===== src/rtl/mem_port_arbiter.sv =====
// Two-port (instruction fetch / data) round-robin arbiter in front of a single
// fixed-latency memory. Only one access is in flight at a time.
module mem_port_arbiter #(
    parameter int unsigned LAT = 2,
    parameter int unsigned AW  = 32
) (
    input  logic          clock,
    input  logic          reset,
    input  logic          i_req,
    input  logic [AW-1:0] i_addr,
    output logic          i_gnt,
    output logic          i_done,
    output logic [31:0]   i_rdata,
    input  logic          d_req,
    input  logic [AW-1:0] d_addr,
    input  logic          d_we,
    input  logic [31:0]   d_wdata,
    output logic          d_gnt,
    output logic          d_done,
    output logic [31:0]   d_rdata,
    output logic          mem_en,
    output logic          mem_we,
    output logic [AW-1:0] mem_addr,
    output logic [31:0]   mem_wdata,
    input  logic [31:0]   mem_rdata,
    output logic          busy
);

    typedef enum logic [1:0] {StIdle, StIssue, StWait, StDone} state_e;

    localparam logic [2:0] LatM1 = 3'(LAT - 1);

    state_e          state_q, state_d;
    logic [2:0]      cnt_q, cnt_d;
    logic            owner_data_q, owner_data_d;
    logic            last_data_q, last_data_d;
    logic            we_q, we_d;
    logic [AW-1:0]   addr_q, addr_d;
    logic [31:0]     wdata_q, wdata_d;
    logic            sel_ifetch, sel_data;

    // Round-robin: on a tie, the port that did not win last time goes first.
    always_comb begin
        sel_ifetch = 1'b0;
        sel_data   = 1'b0;
        if (i_req && d_req) begin
            sel_ifetch = last_data_q;
            sel_data   = !last_data_q;
        end else begin
            sel_ifetch = i_req;
            sel_data   = d_req;
        end
    end

    always_comb begin
        state_d      = state_q;
        cnt_d        = cnt_q;
        owner_data_d = owner_data_q;
        last_data_d  = last_data_q;
        we_d         = we_q;
        addr_d       = addr_q;
        wdata_d      = wdata_q;
        unique case (state_q)
            StIdle: begin
                if (sel_ifetch) begin
                    owner_data_d = 1'b0;
                    last_data_d  = 1'b0;
                    we_d         = 1'b0;
                    addr_d       = i_addr;
                    state_d      = StIssue;
                end else if (sel_data) begin
                    owner_data_d = 1'b1;
                    last_data_d  = 1'b1;
                    we_d         = d_we;
                    addr_d       = d_addr;
                    if (d_we) begin
                        wdata_d = d_wdata;
                    end
                    state_d = StIssue;
                end
            end
            StIssue: begin
                cnt_d   = LatM1;
                state_d = (LAT == 1) ? StDone : StWait;
            end
            StWait: begin
                cnt_d = cnt_q - 3'd1;
                if (cnt_q <= 3'd1) begin
                    state_d = StDone;
                end
            end
            StDone: begin
                state_d = StIdle;
            end
            default: begin
                state_d = StIdle;
            end
        endcase
    end

    // Last-winner pointer resets to "data" so the first tie goes to fetch.
    always_ff @(posedge clock or posedge reset) begin
        if (reset) begin
            state_q      <= StIdle;
            cnt_q        <= 3'd0;
            owner_data_q <= 1'b0;
            last_data_q  <= 1'b1;
            we_q         <= 1'b0;
            addr_q       <= '0;
            wdata_q      <= '0;
        end else begin
            state_q      <= state_d;
            cnt_q        <= cnt_d;
            owner_data_q <= owner_data_d;
            last_data_q  <= last_data_d;
            we_q         <= we_d;
            addr_q       <= addr_d;
            wdata_q      <= wdata_d;
        end
    end

    // Grants are combinational in IDLE; gate with reset so they drop at once.
    assign i_gnt     = (state_q == StIdle) && sel_ifetch && !reset;
    assign d_gnt     = (state_q == StIdle) && sel_data && !reset;
    assign i_done    = (state_q == StDone) && !owner_data_q;
    assign d_done    = (state_q == StDone) && owner_data_q;
    assign i_rdata   = mem_rdata;
    assign d_rdata   = mem_rdata;
    assign mem_en    = (state_q == StIssue);
    assign mem_we    = (state_q == StIssue) && we_q;
    assign mem_addr  = addr_q;
    assign mem_wdata = wdata_q;
    assign busy      = (state_q != StIdle);

endmodule


===== config.mk =====
export PLATFORM = sky130hd
export DESIGN_NAME = mem_port_arbiter
export DESIGN_NICKNAME = d
export VERILOG_FILES = /design/src/rtl/mem_port_arbiter.sv
export SDC_FILE = /design/constraint.sdc
export NUM_CORES = 1
export LEC_CHECK = 0
export ABC_CLOCK_PERIOD_IN_PS = 2700
export CAP_MARGIN = 20
export CORE_AREA = 2 2 103 105
export DETAILED_ROUTE_END_ITERATION = 8
export DIE_AREA = 0 0 105 107
export DONT_BUFFER_PORTS = 1
export GPL_TIMING_DRIVEN = 1
export PLACE_DENSITY_LB_ADDON = 0.05
export SETUP_SLACK_MARGIN = 0.05
export SYNTH_ARGS = -nofsm -noshare
export SYNTH_HDL_FRONTEND = slang
export SYNTH_SLANG_ARGS = --single-unit

===== constraint.sdc =====
create_clock -name clock -period 2.7 [get_ports clock]
set_input_delay 0.54 -clock clock [delete_from_list [all_inputs] [get_ports clock]]
set_output_delay 0.54 -clock clock [all_outputs]
set_load 0.005 [all_outputs]

# ---- Word level (Yosys, flattened, before mapping)
# Index checks and enable logic that the tools add are counted.
dict set report word_totals {
  ff_bits 72
  inputBits 133
  out_inout_bits 135
  elab_cells 46
}
dict set report op_classes {
  n_addsub 1
  order_cmp 1
  eq_ne 5
  mux 13
  bitwise_logic 1
  reduce_logical 18
}
# cell n
set ops {}
lappend ops {{$mux 32} 2}
lappend ops {{$logic_and 1x1->1} 8}
lappend ops {{$pmux 2 s4} 1}
lappend ops {{$mux 1} 6}
lappend ops {{$mux 2} 3}
lappend ops {{$pmux 3 s2} 1}
lappend ops {{$reduce_bool 2->1} 3}
lappend ops {{$eq 2x2->1 const B} 2}
lappend ops {{$reduce_and 2->1} 2}
lappend ops {{$reduce_and 4->1} 1}
lappend ops {{$le 3x1->1 const B} 1}
lappend ops {{$logic_not 1->1} 3}
lappend ops {{$ne 3x3->1 const B} 1}
lappend ops {{$sub 3x1->3 const B} 1}
lappend ops {{$eq 2x1->1 const B} 1}
lappend ops {{$logic_not 2->1} 1}
lappend ops {{$ne 2x2->1 const B} 1}
lappend ops {{$not 1->1} 1}

# ---- Longest topological paths before layout
# Gate-level depths: netlist (run 1).
dict set report logic_depth {
  ltp_word 5
  ltp_mapped 7
  ltp_nobuf 5
}

# ---- Least setup slack after synthesis (run 1)
# OpenSTA, ideal clock, no wires.
dict set report synth_timing {
  kind {register to output}
  start {reg state_q[0]}
  end {out i_gnt}
  arrival_ns 1.308
  required_time_ns 2.160
  setup_slack_ns 0.852
  stages_incl_launch_ff 6
  n_path_buf 1
  path_cell_list {dfrtp_1 inv_1 ha_1 buf_2 inv_1 nor4_1}
}
dict set report synth_via {
  elab_chain_len 3
}
# item line_no
set synth_lines {}
lappend synth_lines {{start, declared} 33} ;# state_e state_q, state_d;
lappend synth_lines {{start signal, assigned} 104} ;# state_q <= StIdle;
lappend synth_lines {{start signal, assigned} 112} ;# state_q <= state_d;
lappend synth_lines {{$logic_not 2->1} 123} ;# assign i_gnt = (state_q == StIdle) && sel_ifetch && !reset;
lappend synth_lines {{$logic_and 1x1->1 (2 in a row)} 123}
lappend synth_lines {{end, declared} 11} ;# output logic i_gnt,
# Every way passes these cells.

# ---- Worst setup path in the final report (run 1)
# Same ends and word-level chain as after synthesis.

==> summary.md, run 1 <==
| Metric | Value |
|---|---|
| CTS tree | `yes` |
| Clk sinks | `a little over 70` |
| Fin crit share | `0.8808` |
| Terminus of the critical flop-to-flop path | `mem_wdata[15]` |
| CP dominant cell by count | `inv_1` |
| Synth top area share | `0.4543` |
| Crit path buf inv count | `2` |
| Htree depth | `3` |
| Synth Register Bits | `72` |
| CP Cell Sequence | `inv_1 -> ha_2 -> inv_1 -> nor4_1` |
| Actual slew at the worst max-slew pin | `~840 ps` |
| Worst path slowest cell | `nor4_1` |
| Worst path max stage delay | `440 ps` |
| Antenna Cells | `0` |
| Crit-path leading delay family | `simple AND/OR/NAND/NOR gates` |
| Flop-to-flop setup slack | `a little over 400 ps` |
| GR Util All Layers | `0.1773` |
| Worst Path Required | `approximately 2200 ps` |
| Vias per inst | `5.437` |
| Pre-antenna DRT Iters | `4` |
| Max-cap violations | `0` |
| Final WL | `10,020 µm` |
| Setup TNS | `0 ps` |
| Crit start category | `register` |
| Grt ovf | `0` |
| Post-CTS Setup Bufs | `0` |
| Synth warn | `0` |
| Share of layout cells above drive strength 1 | `0.2112` |
| Cts hold-fix bufs | `0` |
| Critical Path Stages | `4` |
| Die Width | `105 µm` |
| Minimum clock period | `2378 ps` |
| DIE AREA | `0.01124 mm²` |
| Final GP Congestion | `0.7055` |
| HPWL Detailed | `7260 µm` |
| Synth Net Count | `510` |
| Critical path endpoint | `i_gnt` |
| Worst-path maximum fanout | `12` |
| Worst R2R Path Depth | `4` |
| Total CTS buffers | `9` |
| Core ar. | `around 0.01 mm²` |
| Site Rows | `37` |
| Clock Skew | `7.931 ps` |
| Netlist cell types | `33` |
| Most common cell after layout, fill and taps aside | `dfrtp_1` |
| Drt first-iter violations | `201` |
| Largest net degree at the start of global routing | `42` |
| Worst min path class | `in2async` |
| Layout area overhead | `-5.790%` |
| Routed length per instance | `22.83 µm` |
| Largest cells by area after synthesis | `dfrtp_1 45%, buf_4 13%, mux2_4 11%` |
| Worst EP arrival | `1840 ps` |
| Clock root buffer | `clkbuf_8` |
| Vias in the first global route | `approximately 2,400` |
| Fill count | `1,036` |
| Syn avg cell area | `10.57 µm²` |
| Clk_lat worst skew | `340 ps` |
| Cell Pwr Density | `1170 mW/mm²` |
| Worst-path clk slew | `~80 ps` |
| Slew Viols, Final | `0` |
| Post-layout net count | `about 440` |
| Routed via count | `2,387` |
| CTS resizes | `0` |
| Critical path class | `reg2out` |
| FF-to-FF Start | `state_q[0]` |
| Peak Freq | `420.5 MHz` |
| Slew headroom | `0.4400` |
| Setup Viol. Count Final | `0` |
| I/O pin count | `268` |
| P_leak | `~1.6 nW` |
| Starting Density | `0.3876` |
| Clock buffer depth | `2` |
| Commonest non-fill, non-tap cells in the layout | `71 x dfrtp_1, 35 x o21ai_0, 34 x nand3_1, 34 x nor2_1, 34 x a31oi_1` |
| First-pass GRT wire length | `15,010 µm` |
| PnR Total Power | `approximately 0.0043 W` |
| Chip height | `107 µm` |
| Port buffer count | `0` |
| Final hold viol count | `0` |
| Initial antenna violation count | `0` |
| Post-Syn Instances | `370` |
| Critical path capture point type | `primary output` |
| # DRC | `0` |
| Critical path origin | `state_q[0]` |
| Cell taking the most area after synthesis | `dfrtp_1` |
| RSZ-0062 raised after global routing | `false` |
| Cell area after synthesis | `0.003911 mm²` |
| ANT nets after route | `0` |
| Post-synthesis sequential area ratio | `0.4610` |
| Maximum VDD drop | `0.2940 mV` |
| Status | `finished clean` |
where the power goes:
group | internal, W | leakage [nW] | switching [W]
combinational | 0.000723 | 0.692 | 0.000670
sequential | 0.00163 | 0.841 | 0.000465
clock | 0.000418 | 0.0948 | 0.000406
total | 0.00277 | 1.63 | 0.00154
stage by stage:
| stage | utilization | std cells | setup slack [ps] | hold slack [ps] | instance area [µm²] |
|---|---|---|---|---|---|
| 2_1_floorplan | - | 370 | 336.7 | 502.9 | 3911 |
| 3_3_place_gp | 0.3465 | 424 | 329.3 | 525.6 | 3497 |
| 3_5_place_dp | 0.3465 | 424 | 255.9 | 524.6 | 3497 |
| 4_1_cts | 0.3649 | 439 | 138.9 | 162.1 | 3682 |
| 5_1_grt | 0.3651 | 439 | 190.6 | 177.7 | 3685 |
| 6_report | 0.3651 | 439 | 321.7 | 170.7 | 3685 |
layout make-up:
type	instances	area, µm²	share of cell area
clock buffers	9	123.9	0.03362
clock inverters	6	61.31	0.01664
inverters	9	33.78	0.009168
multi-input cells	199	1433	0.3888
flip-flops and latches	72	1803	0.4893
well taps	136	170.2	0.04618
repair buffers	8	60.06	0.01630
worst register-to-register path, delay by kind of cell, from the launching register on:
| family | cells | cell delay, ps |
|---|---|---|
| adders and majority gates | 1 | 350 |
| buffers and inverters | 1 | 140 |
| and+or+nand+nor | 1 | 680 |
| DFF | 1 | 430 |
| muxes | 1 | 570 |
worst min-delay path by stage:
stage                   from       endpoint  slack, ps  cells after the start
2_1_floorplan           we_q           we_q        500                      2
3_3_place_gp   mem_wdata[30]  mem_wdata[30]        530                      1
3_5_place_dp   mem_wdata[28]  mem_wdata[28]        520                      1
4_1_cts                reset   mem_wdata[0]        160                      2
5_1_grt                reset  mem_wdata[10]        180                      2
6_report               reset   mem_wdata[0]        170                      2
metal layers:
metal	global-route usage	vias up	routed length, µm
met4	0.07048	0	283
li1	-	1076	-
met2	0.2922	126	5026
met5	0	-	0
met3	0.07781	21	935
met1	0.2025	1164	3775
flip-flops by register name, summed over array words and instances, names as in the netlist:
signal / flops
mem_addr: 32
mem_wdata: 32
cnt_q: 3
state_q: 2
last_data_q: 1
owner_data_q: 1
we_q: 1
synthesized netlist by cell type (all sizes together):
library cell	instances
o22ai	1
a311o	1
and2b	1
o21ba	1
clkbuf	8
nand2b	1
and2	2
nand3	34
ha	7
nand2	3
mux2	33
o211a	2
nor2b	1
buf	82
o21a	1
nor4	1
dfrtp	71
inv	9
dfstp	1
o21ai	35
nand3b	1
nand4	1
nor2	34
a21oi	2
o2bb2ai	1
and3	1
a31oi	34
a211o	1
kinds of logic after synthesis:
group / Yosys count / synth area share
buf+inv: 99 / 0.1737
flops: 72 / 0.4610
simple gates: 80 / 0.1001
compound gates: 79 / 0.1200
mux: 33 / 0.1228
fa+ha+maj: 7 / 0.02239
No activity file was read; power rests on OpenSTA's default activity.
==> inputs of run 2 (changes only) <==
--- a/config.mk
+++ b/config.mk
@@ -6,7 +6,7 @@
 export NUM_CORES = 1
 export LEC_CHECK = 0
 export ABC_CLOCK_PERIOD_IN_PS = 2700
-export CAP_MARGIN = 20
+export CAP_MARGIN = 40
 export CORE_AREA = 2 2 103 105
 export DETAILED_ROUTE_END_ITERATION = 8
 export DIE_AREA = 0 0 105 107
@@ -14,6 +14,7 @@
 export GPL_TIMING_DRIVEN = 1
 export PLACE_DENSITY_LB_ADDON = 0.05
 export SETUP_SLACK_MARGIN = 0.05
+export SLEW_MARGIN = 10
 export SYNTH_ARGS = -nofsm -noshare
 export SYNTH_HDL_FRONTEND = slang
 export SYNTH_SLANG_ARGS = --single-unit
==> run 2 against run 1 <==
Final cell count rose by 0.46%. Critical endpoint unchanged. First-iteration DRC count fell by 17%. Maximum frequency rose by 0.61%. Clock power rose by 9.5%. Sequential share of layout area fell by 0.53 points. Global-route usage fell by 0.19 points. Critical path depth did not move.
==> summary.md, run 2 (synthesis results as in run 1) <==
| Metric | Value |
|---|---|
| Status | `finished clean` |
| Worst path max stage delay | `between 400 and 500 ps` |
| CP dominant cell by count | `inv_1` |
| I/O pin count | `268` |
| Clock Skew | `9.530 ps` |
| Worst min path class | `in2async` |
| Clock power frac | `0.206` |
| Int Pwr | `0.002807 W` |
| Htree depth | `3` |
| Worst slack, placed | `568.8 ps` |
| Grt ovf | `0` |
| Slew headroom | `0.6202` |
| Slew Viols, Final | `0` |
| Setup Viol. Count Final | `0` |
| Routed length per instance | `22.64 µm` |
| Maximum VDD drop | `~0.33 mV` |
| DP Cell Count | `425` |
| Critical Path Stages | `4` |
| Share of layout cells above drive strength 1 | `0.2164` |
| Clk_lat worst skew | `350 ps` |
| Worst R2R Path Depth | `6` |
| Setup TNS | `0 ps` |
| P_leak | `1.642 nW` |
| Net Sw Frac | `0.3595` |
| Antenna Cells | `0` |
| Vias per inst | `5.388` |
| Total CTS buffers | `9` |
| Worst Path Required | `2160 ps` |
| Critical path capture point type | `primary output` |
| Routed via count | `2,376` |
| Clk sinks | `72` |
| Crit path buf inv count | `2` |
| Peak Freq | `423.0 MHz` |
| Pre-antenna DRT Iters | `4` |
| FF-to-FF Start | `state_q[0]` |
| Starting Density | `0.3876` |
| Fill count | `just over 1,000` |
| Final hold viol count | `0` |
| Vias in the first global route | `roughly 2,400` |
| HPWL Detailed | `7240 µm` |
| Post-layout net count | `440` |
| Design area | `0.003725 mm²` |
| Chip height | `between 100 and 150 µm` |
| Port buffer count | `0` |
| ANT nets after route | `0` |
| Drt first-iter violations | `167` |
| Most common cell after layout, fill and taps aside | `dfrtp_1` |
| Multi-input combinational cell area | `0.001433 mm²` |
| Largest net degree at the start of global routing | `42` |
| Max-cap violations | `0` |
| Flop pwr share | `0.477` |
| Commonest non-fill, non-tap cells in the layout | `71 x dfrtp_1, 35 x o21ai_0, 34 x nand3_1, 34 x nor2_1, 34 x a31oi_1` |
| Storage element area | `0.001803 mm²` |
| DIE AREA | `0.01124 mm²` |
| CTS tree | `yes` |
| CP Cell Sequence | `inv_1 -> ha_2 -> inv_1 -> nor4_1` |
| Critical path origin | `state_q[0]` |
| Critical path class | `reg2out` |
| Initial antenna violation count | `0` |
| Worst-path clk slew | `80 ps` |
| Smallest setup slack after layout | `~340 ps` |
| Die Width | `105 µm` |
| Gate power share | `0.317` |
| Worst-path maximum fanout | `12` |
| # DRC | `0` |
| Layout area overhead | `-4.767%` |
| Final cell count without fillers | `441` |
| Core ar. | `0.01009 mm²` |
| Minimum clock period | `about 2400 ps` |
| First-pass GRT wire length | `14,900 µm` |
| Cell Pwr Density | `1177 mW/mm²` |
| Clock buffer depth | `2` |
| Site Rows | `37` |
| Placed instance area | `0.003517 mm²` |
| Crit start category | `register` |
| Cts hold-fix bufs | `0` |
| Worst path slowest cell | `dfrtp_1` |
| Final GP Congestion | `slightly above 0.7` |
| GR Util All Layers | `0.1755` |
| Actual slew at the worst max-slew pin | `around 570 ps` |
| RSZ-0062 raised after global routing | `false` |
| Crit-path leading delay family | `flip-flops` |
| Flop-to-flop setup slack | `about 970 ps` |
| Final WL | `between 9000 and 10,000 µm` |
| Fin crit share | `0.8755` |
| Clock root buffer | `clkbuf_8` |
| Worst EP arrival | `1820 ps` |
| Net switching power | `0.001575 W` |
-- run 2: worst paths after layout --
| check | end |
|---|---|
| max | i_gnt |
| min in group clock | last_data_q |
| max in group asynchronous | cnt_q[1] |
| min | mem_addr[25] |
| max reg2reg | mem_addr[30] |
| min reg2reg | mem_wdata[30] |
-- run 2: repair_timing --
item                                   CTS  global route
setup endpoints to repair                0             1
endpoints found under the hold margin    0             0
setup buffers                            0             0
gates resized for setup                  0             1
-- run 2: worst register-to-register path, cell delays in order, from the launching register on --
cell and delay [ps]:
dfrtp_1 430, inv_1 140, ha_2 340, o21a_2 190
buf_4 300, nor2_1 80, a31oi_1 160
-- run 2: cell type report --
type / count / area share
flip-flops and latches: 72 / 0.4840
inverters: 9 / 0.009070
well taps: 136 / 0.04568
clock inverters: 6 / 0.01814
clock buffers: 10 / 0.03695
multi-input cells: 199 / 0.3846
repair buffers: 9 / 0.02150
-- run 2: power groups by stage --
| stage | Clock (W) | Combinational (W) | Sequential [W] |
|---|---|---|---|
| after floorplan | 0 | 0.00130 | 0.00196 |
| after global placement | 0 | 0.00137 | 0.00214 |
| after detailed placement | 0 | 0.00140 | 0.00213 |
| after CTS | 0.000930 | 0.00141 | 0.00211 |
| after global routing | 0.000984 | 0.00158 | 0.00216 |
| final | 0.000902 | 0.00139 | 0.00209 |
-- run 2: through the flow --
stage | util | hold slack, ps | power (W)
3_3_place_gp | 0.3465 | 525.6 | 0.003508
3_5_place_dp | 0.3485 | 524.5 | 0.003535
2_1_floorplan | - | 502.9 | 0.003268
6_report | 0.3691 | 157.4 | 0.004383
5_1_grt | 0.3691 | 175.2 | 0.004727
4_1_cts | 0.3688 | 147.5 | 0.004447
-- run 2: layer usage --
metal	global-route usage	routed length (µm)
met2	0.2908	4906
met1	0.1992	3858
met3	0.06140	904
met5	0	0
met4	0.09333	316
==> inputs of run 3 (changes only) <==
--- a/config.mk
+++ b/config.mk
@@ -12,6 +12,7 @@
 export DIE_AREA = 0 0 105 107
 export DONT_BUFFER_PORTS = 1
 export GPL_TIMING_DRIVEN = 1
+export MAX_ROUTING_LAYER = met4
 export PLACE_DENSITY_LB_ADDON = 0.05
 export SETUP_SLACK_MARGIN = 0.05
 export SLEW_MARGIN = 10
==> run 3 against run 2 <==
Cell area unchanged. Die area unchanged. Sequential power about the same. Largest power group unchanged. Critical path type unchanged. Maximum frequency increased by 0.28%. First-iteration DRC count decreased by 32%. Final cell count unchanged. Via count decreased by 0.29%.
==> summary.md, run 3 (synthesis results as in run 1) <==
| Metric | Value |
|---|---|
| Critical path capture point type | `primary output` |
| Terminus of the critical flop-to-flop path | `mem_addr[30]` |
| Cell Pwr Density | `about 1200 mW/mm²` |
| Worst slack, placed | `568.8 ps` |
| Clk sinks | `72` |
| DIE AREA | `0.01124 mm²` |
| Maximum VDD drop | `between 0.3 and 0.4 mV` |
| CTS tree | `yes` |
| Met3 usage | `0.05775` |
| Setup Viol. Count Final | `0` |
| Slew Viols, Final | `0` |
| RSZ-0062 raised after global routing | `false` |
| P_leak | `between 1.5 and 2 nW` |
| Worst min path class | `in2async` |
| Share of layout cells above drive strength 1 | `0.2164` |
| Starting Density | `0.3876` |
| Vias per inst | `5.372` |
| Fill count | `1,025` |
| Initial antenna violation count | `0` |
| Final GP Congestion | `0.7134` |
| Routed via count | `2,369` |
| Antenna Cells | `0` |
| Post-layout net count | `440` |
| Largest net degree at the start of global routing | `42` |
| Commonest non-fill, non-tap cells in the layout | `71 x dfrtp_1, 35 x o21ai_0, 34 x nand3_1, 34 x nor2_1, 34 x a31oi_1` |
| Total CTS buffers | `9` |
| Final WL | `9963 µm` |
| GR Util All Layers | `0.1805` |
| Vias in the first global route | `2,359` |
| Htree depth | `3` |
| Chip height | `approximately 110 µm` |
| Worst EP arrival | `1820 ps` |
| Final hold viol count | `0` |
| Worst Path Required | `2160 ps` |
| Status | `finished clean` |
| Layout area overhead | `-4.767%` |
| M2 GR Usage | `0.2913` |
| Worst-path clk slew | `~80 ps` |
| Fin crit share | `0.8731` |
| Worst R2R Path Depth | `6` |
| FF-to-FF Start | `state_q[0]` |
| HPWL Detailed | `7240 µm` |
| Max-cap violations | `0` |
| Pre-antenna DRT Iters | `4` |
| I/O pin count | `approximately 270` |
| Post-CTS Setup Bufs | `0` |
| Die Width | `105 µm` |
| Busiest grt layer | `met2` |
| Minimum clock period | `2357 ps` |
| Crit start category | `register` |
| Critical path class | `reg2out` |
| GR met1 Demand/Resource | `0.2015` |
| Actual slew at the worst max-slew pin | `about 550 ps` |
| Critical path origin | `state_q[0]` |
| Clock buffer depth | `2` |
| # DRC | `0` |
| Site Rows | `37` |
| Port buffer count | `0` |
| Grt ovf | `0` |
| Smallest setup slack after layout | `about 340 ps` |
| Core ar. | `between 0.01 and 0.015 mm²` |
| Clk_lat worst skew | `350 ps` |
| Routed length per instance | `22.59 µm` |
| First-pass GRT wire length | `14,880 µm` |
| Clock Skew | `9.060 ps` |
| Peak Freq | `between 400 and 500 MHz` |
| Slew headroom | `0.6320` |
| Setup TNS | `0 ps` |
| Drt first-iter violations | `roughly 110` |
| Worst-path maximum fanout | `12` |
| Clock root buffer | `clkbuf_8` |
| Flop-to-flop setup slack | `970 ps` |
| Most common cell after layout, fill and taps aside | `dfrtp_1` |
| ANT nets after route | `0` |
run 3: cell counts in the layout (fill, tap and decap cells not counted):
No cell type changed its count.
run 3: worst max-delay path, stage by stage, from the launching register on:
cell	delay [ps]
dfrtp_1	430
inv_1	140
ha_2	340
inv_1	140
nor4_1	410
run 3: power breakdown:
group / leakage [nW] / internal (W) / switching (W)
registers: 0.841 / 0.00163 / 0.000464
clock network: 0.0989 / 0.000455 / 0.000443
logic: 0.703 / 0.000724 / 0.000667
run 3: per-stage QoR:
| step | hold slack [ps] | std cells | cell area (µm²) | util | power (W) |
|---|---|---|---|---|---|
| 2_1_floorplan | 502.9 | 370 | 3911 | - | 0.003268 |
| 3_3_place_gp | 525.6 | 424 | 3497 | 0.3465 | 0.003508 |
| 3_5_place_dp | 524.5 | 425 | 3517 | 0.3485 | 0.003535 |
| 4_1_cts | 147.5 | 441 | 3722 | 0.3688 | 0.004447 |
| 5_1_grt | 173.0 | 441 | 3725 | 0.3691 | 0.004726 |
| 6_report | 154.7 | 441 | 3725 | 0.3691 | 0.004382 |
run 3: per-layer routing:
metal / wire length [µm] / vias to the layer above
met5: 0 / -
met2: 4962 / 120
met3: 888 / 26
li1: - / 1078
met1: 3800 / 1145
met4: 312 / 0
run 3: timing repair:
action,in CTS,in global routing
resized for setup,0,1
endpoints found under the setup margin,0,1
hold buffers,0,0
run 3: final cells by class:
| type | instances | area [µm²] | share of cell area |
|---|---|---|---|
| clock buffer | 10 | 137.6 | 0.03695 |
| clock inverter | 6 | 67.56 | 0.01814 |
| inverter | 9 | 33.78 | 0.009070 |
| multi-input combinational | 199 | 1433 | 0.3846 |
| sequential | 72 | 1803 | 0.4840 |
| tap | 136 | 170.2 | 0.04568 |
| timing repair buffer | 9 | 80.08 | 0.02150 |
run 3: worst max path at each step:
stage / end / cells past startpoint / slack (ps)
detailed placement: i_gnt / 4 / 570
global placement: mem_wdata[7] / 4 / 330
finish: i_gnt / 4 / 340
floorplan: cnt_q[0] / 1 / 340
global route: i_gnt / 4 / 220
CTS: i_gnt / 4 / 140
